### config.mk
export PLATFORM = sky130hd
export DESIGN_NAME = counter
export DESIGN_NICKNAME = d
export VERILOG_FILES = /design/src/rtl/counter.sv
export SDC_FILE = /design/constraint.sdc
export NUM_CORES = 1
export LEC_CHECK = 0
export CAP_MARGIN = 5
export CORE_AREA = 2 2 39 41
export DETAILED_ROUTE_END_ITERATION = 8
export DIE_AREA = 0 0 41 43
export DONT_BUFFER_PORTS = 1
export HOLD_SLACK_MARGIN = 0.12
export PLACE_DENSITY_LB_ADDON = 0.15
export RECOVER_POWER = 100
export SYNTH_ARGS = -nofsm -noshare
export SYNTH_HDL_FRONTEND = slang
export SYNTH_SLANG_ARGS = --single-unit
export TNS_END_PERCENT = 1
### constraint.sdc
create_clock -name clk -period 1.4 [get_ports clk]
set_clock_uncertainty 0.1 [all_clocks]
set_input_delay 0.21 -clock clk [delete_from_list [all_inputs] [get_ports clk]]
set_output_delay 0.21 -clock clk [all_outputs]
set_load 0.05 [all_outputs]
### src/rtl/counter.sv
// Down-counter tracking remaining multiplier iterations; RESET loads INIT_VALUE.
// Optional build macro COUNTER_SATURATE_EN: stop at zero instead of wrapping and expose a zero flag.
module counter #(
  parameter int WIDTH      = 3,
  parameter int INIT_VALUE = 4
) (
  input  logic             clk,
  input  logic             n_reset,
  input  logic             DECREMENT,
  input  logic             RESET,
`ifdef COUNTER_SATURATE_EN
  output logic             zero,
`endif
  output logic [WIDTH-1:0] count
);

  // Reject configurations that cannot hold the reload value at elaboration time.
  generate
    if (WIDTH < 2) begin : g_bad_width
      $fatal(1, "counter: WIDTH must be >= 2");
    end
    if (INIT_VALUE < 0 || INIT_VALUE >= (1 << WIDTH)) begin : g_bad_init
      $fatal(1, "counter: INIT_VALUE does not fit in WIDTH bits");
    end
  endgenerate

  localparam logic [WIDTH-1:0] LOAD_VALUE = INIT_VALUE[WIDTH-1:0];

  // Async reset clears to zero, not LOAD_VALUE: the controller must issue RESET before use.
  always_ff @(posedge clk or negedge n_reset) begin
    if (!n_reset) begin
      count <= '0;
    end else if (RESET) begin
      count <= LOAD_VALUE;
    end else if (DECREMENT) begin
`ifdef COUNTER_SATURATE_EN
      if (count != '0) begin
        count <= count - 1'b1;
      end
`else
      count <= count - 1'b1;
`endif
    end
  end

`ifdef COUNTER_SATURATE_EN
  assign zero = (count == '0);
`endif

endmodule

# Word level (Yosys, flattened, before mapping)

Cells that the tools add are included.

Logic and storage cells: 5
Flip-flop bits (word level): 3
Bits of input ports: 4
Output and inout bits: 3

Muxes and demuxes: 2
Add/subtract/negate cells: 1
Reductions and logical operators: 1

Operators by type and width:

| kind                                                               | count |
|---|---|
| 3-bit 2-to-1 mux                                                   | 2 |
| 3-bit by 1-bit subtractor with 3-bit output, second input constant | 1 |
| 2-bit nonzero test                                                 | 1 |

# Longest topological paths before layout

Word-level depth: 3
Gate-level depth with buffers: 4
Gate-level depth less buffers: 4

# Least setup slack after synthesis

No wires, ideal clock.

Path type: reg2reg
Start point: reg count[0]
End point: reg count[1]
Data required time: 1.223 ns
Arrival: 1.235 ns
Buffers on the path: 0
Library setup time: 0.077 ns
Slack: -0.012 ns
Cell stages (with the launch flop): 5
Clock period less this slack: 1.412 ns
Cell sequence: dfrtp_1 -> inv_1 -> ha_1 -> nand2b_1 -> a21oi_1

Word-level cells in the longest chain between the ends: 3

Ends and longest elaborated chain:

| item                                        | RTL line | text |
|---|---|---|
| start, declared                             | 14       | `output logic [WIDTH-1:0] count` |
| start signal, assigned                      | 41       | `count <= count - 1'b1;` |
| 3-bit by 1-bit subtractor with 3-bit output | 41       |  |
| 3-bit 2-to-1 mux                            | 35       | `end else if (DECREMENT) begin` |
| 3-bit 2-to-1 mux                            | 33       | `end else if (RESET) begin` |

Every way passes these cells. The select of a mux whose other input is x is not followed.
A chain may end at the register's enable or synchronous reset.

# Final worst setup path

Start point: reg count[2]
End point: out count[2]

No word-level cell between the ends.

==> results by group <==
Setup path
  – Worst Path Arrival: 870 ps
  – Critical Path RT: 1090 ps
  – Crit. End Element: primary output
  – Critical path fanouts, max: 3
  – Worst Path Buf+Inv: 1
  – Slowest cell on crit path: dfrtp_1
  – Top delay family on crit path: flip-flops
  – Crit path kind: reg -> out
  – Worst Setup Start Kind: flop
  – Critical path, cell by cell: clkbuf_2
  – Worst path max stage delay: 360 ps

CTS
  – Clk pin slew, worst setup/hold paths: 40 ps
  – Worst-skew pair later-pin latency: 230 ps
  – CTS tree: built
  – H-tree levels: 1
  – Root Driver: clkbuf_4
  – CTS sink cnt: 3
  – CTS Hold Bufs: 3
  – Post-CTS Setup Inserts: 0
  – Inserted Clock Buffers: 3
  – Post-cts sizing count: 0
  – CTS Buffer Depth: 2

Routing
  – Routed wire per std cell: 8.05 um
  – 1st-iter DRT viols: 0
  – DR vias: 124
  – Residual DRC: 0
  – Routed wire length: 322 um
  – Post-route ant nets: 0
  – Drt first pass iters: 1
  – Vias/cell: 3.10

Synth
  – Post-Synth Adder-Cell Area: 8.70%
  – Syn avg cell area: 10.3 um2
  – Compound-cell area share of the yosys netlist: 12.2%
  – Yosys reg bits: 3
  – Largest family of logic cells by synthesized area: simple AND/OR/NAND/NOR gates
  – Distinct cells, synth: 9
  – Post-Syn Nets: 19
  – Area share of the largest cell type after synthesis: 52.2%
  – Simple-Gate Fraction of Synth Area: 15.7%
  – Mux share of post-synthesis cell area: 0%
  – Xor/xnor share of the synthesized area: 6.09%
  – Ys Warns: 0
  – Post-synth top area cell: dfrtp_1
  – Register area share after synthesis: 52.2%
  – Synth area leaders: dfrtp_1 52%, ha_1 8.7%, nand2b_1 8.7%
  – Mapped Cells: 14
  – Synthesized cell area: 144 um2

Placed design
  – GPL Wtd Cong: 0.590
  – Port bufs: 0

Timing
  – Final period utilization: 84.3%
  – Normalized max-slew margin: 79.4%
  – Unrepaired setup endpoints after global routing: no
  – Fmax: 847 MHz
  – # setup viols final: 0
  – Total negative setup slack: 0 ps
  – Max-slew violations: 0
  – Final hold violations: 0
  – Shortest period the worst path allows: 1180 ps
  – Worst slew pin tran: 309 ps

GRT
  – Largest net degree at the start of global routing: 6
  – Vias in the first global route: 143
  – Gr busiest metal: met2
  – Global Route Usage Sum: 4.93%
  – Initial antenna violation count: 0
  – Global-route wire length before repair: 510 um
  – Met2 Use GR: 5.63%
  – Total gr overflow: 0
  – Grt met1 use: 5.19%
  – Met3 Use GR: 4.71%

Floorplan
  – Starting Density: 10.4%
  – Row Count: 14
  – Die Y: 43 um
  – Die Wd: 41 um
  – Io pins: 7
  – Core ar.: 1380 um2
  – DIE AREA: 1760 um2

Layout
  – Synthesis-to-finish area growth: 64.3%
  – Max reg flops: 3
  – ANT cells: 0
  – Layout Utilization: 17.1%
  – Largest register by flop count: count
  – Fin nets: 30
  – Largest registers: count: 3 flops
  – Share of post-route cells with drive strength above 1: 29.2%

Pwr
  – Switching portion of total power: 30.8%
  – NetSw: 0.102 mW
  – Total power: 0.331 mW
  – Comb pwr share: 24.0%
  – Static leakage: 0.107 nW
  – Power share of the clock group: 45.5%
  – Sequential share of power: 30.5%
  – VDD IR max: 0.308 mV
  – Cell area power density: 1400 nW/um2
  – Cell Int Power: 0.229 mW

Flow run
  – Max Cap Viol: 0

Worst hold path
  – Hold Path Class: in -> async

Outcome
  – Outcome: completed
-- cell type report --
type	instances	area, um2
Inverter	2	7.51
Fill cell	158	1150
Timing Repair Buffer	6	45.0
Clock buffer	4	26.3
Sequential cell	3	76.3
Multi-Input combinational cell	9	61.3
Tap cell	16	20.0
-- through the flow --
| stage | setup WS [ps] | hold WS (ps) | instance area [um2] | instances |
|---|---|---|---|---|
| 2_1_floorplan | 23.2 | -186 | 145 | 14 |
| 3_3_place_gp | 289 | -185 | 188 | 33 |
| 3_5_place_dp | 291 | -185 | 188 | 33 |
| 4_1_cts | 270 | 125 | 244 | 40 |
| 5_1_grt | 170 | 123 | 236 | 40 |
| 6_report | 220 | 129 | 236 | 40 |
-- cells in the mapped netlist --
master and count:
a21oi_1 2, and3_1 1, dfrtp_1 3, ha_1 1
inv_1 2, nand2b_1 2, nor2_1 1, o21bai_1 1
xnor2_1 1
-- cell families (layout without fill, tap and decap cells) --
| kind of cell | count (synthesis) | in the layout |
|---|---|---|
| simple gates | 4 | 4 |
| compound gates | 3 | 3 |
| flops | 3 | 3 |
| buf+inv | 2 | 12 |
| fa+ha+maj | 1 | 1 |
| xor+xnor | 1 | 1 |
-- metal layers --
metal / vias to the layer above / wire length [um]
met4: 0 / 0
met3: 0 / 53
met2: 8 / 119
met1: 52 / 149
met5: - / 0
li1: 64 / -
-- power by group through the flow --
stage	Sequential, mW	Clock [mW]	Combinational [mW]
finish	0.101	0.151	0.0795
global route	0.103	0.172	0.0878
CTS	0.101	0.159	0.0863
detailed placement	0.103	0	0.0759
global placement	0.103	0	0.0750
floorplan	0.135	0	0.0221
-- placed cells by master (no fill, tap or decap), drive strengths merged --
cell type	synthesis	final
clkbuf	0	7
dlygate4sd3	0	3
dfrtp	3	3
inv	2	2
nand2b	2	2
a21oi	2	2
xnor2	1	1
nor2	1	1
and3	1	1
o21bai	1	1
ha	1	1
-- worst paths after layout --
| check | start | endpoint | slack, ps | cells after the start |
|---|---|---|---|---|
| max | count[2]$_DFFE_PN0P_ | count[2] | 220 | 1 |
| max in group asynchronous | n_reset | count[0]$_DFFE_PN0P_ | 920 | 1 |
| min in group clk | count[2]$_DFFE_PN0P_ | count[2]$_DFFE_PN0P_ | 470 | 2 |
| max reg2reg | count[0]$_DFFE_PN0P_ | count[0]$_DFFE_PN0P_ | 270 | 3 |
| min | n_reset | count[1]$_DFFE_PN0P_ | 130 | 1 |
| min reg2reg | count[2]$_DFFE_PN0P_ | count[2]$_DFFE_PN0P_ | 470 | 2 |
(Power assumes the default switching activity.)
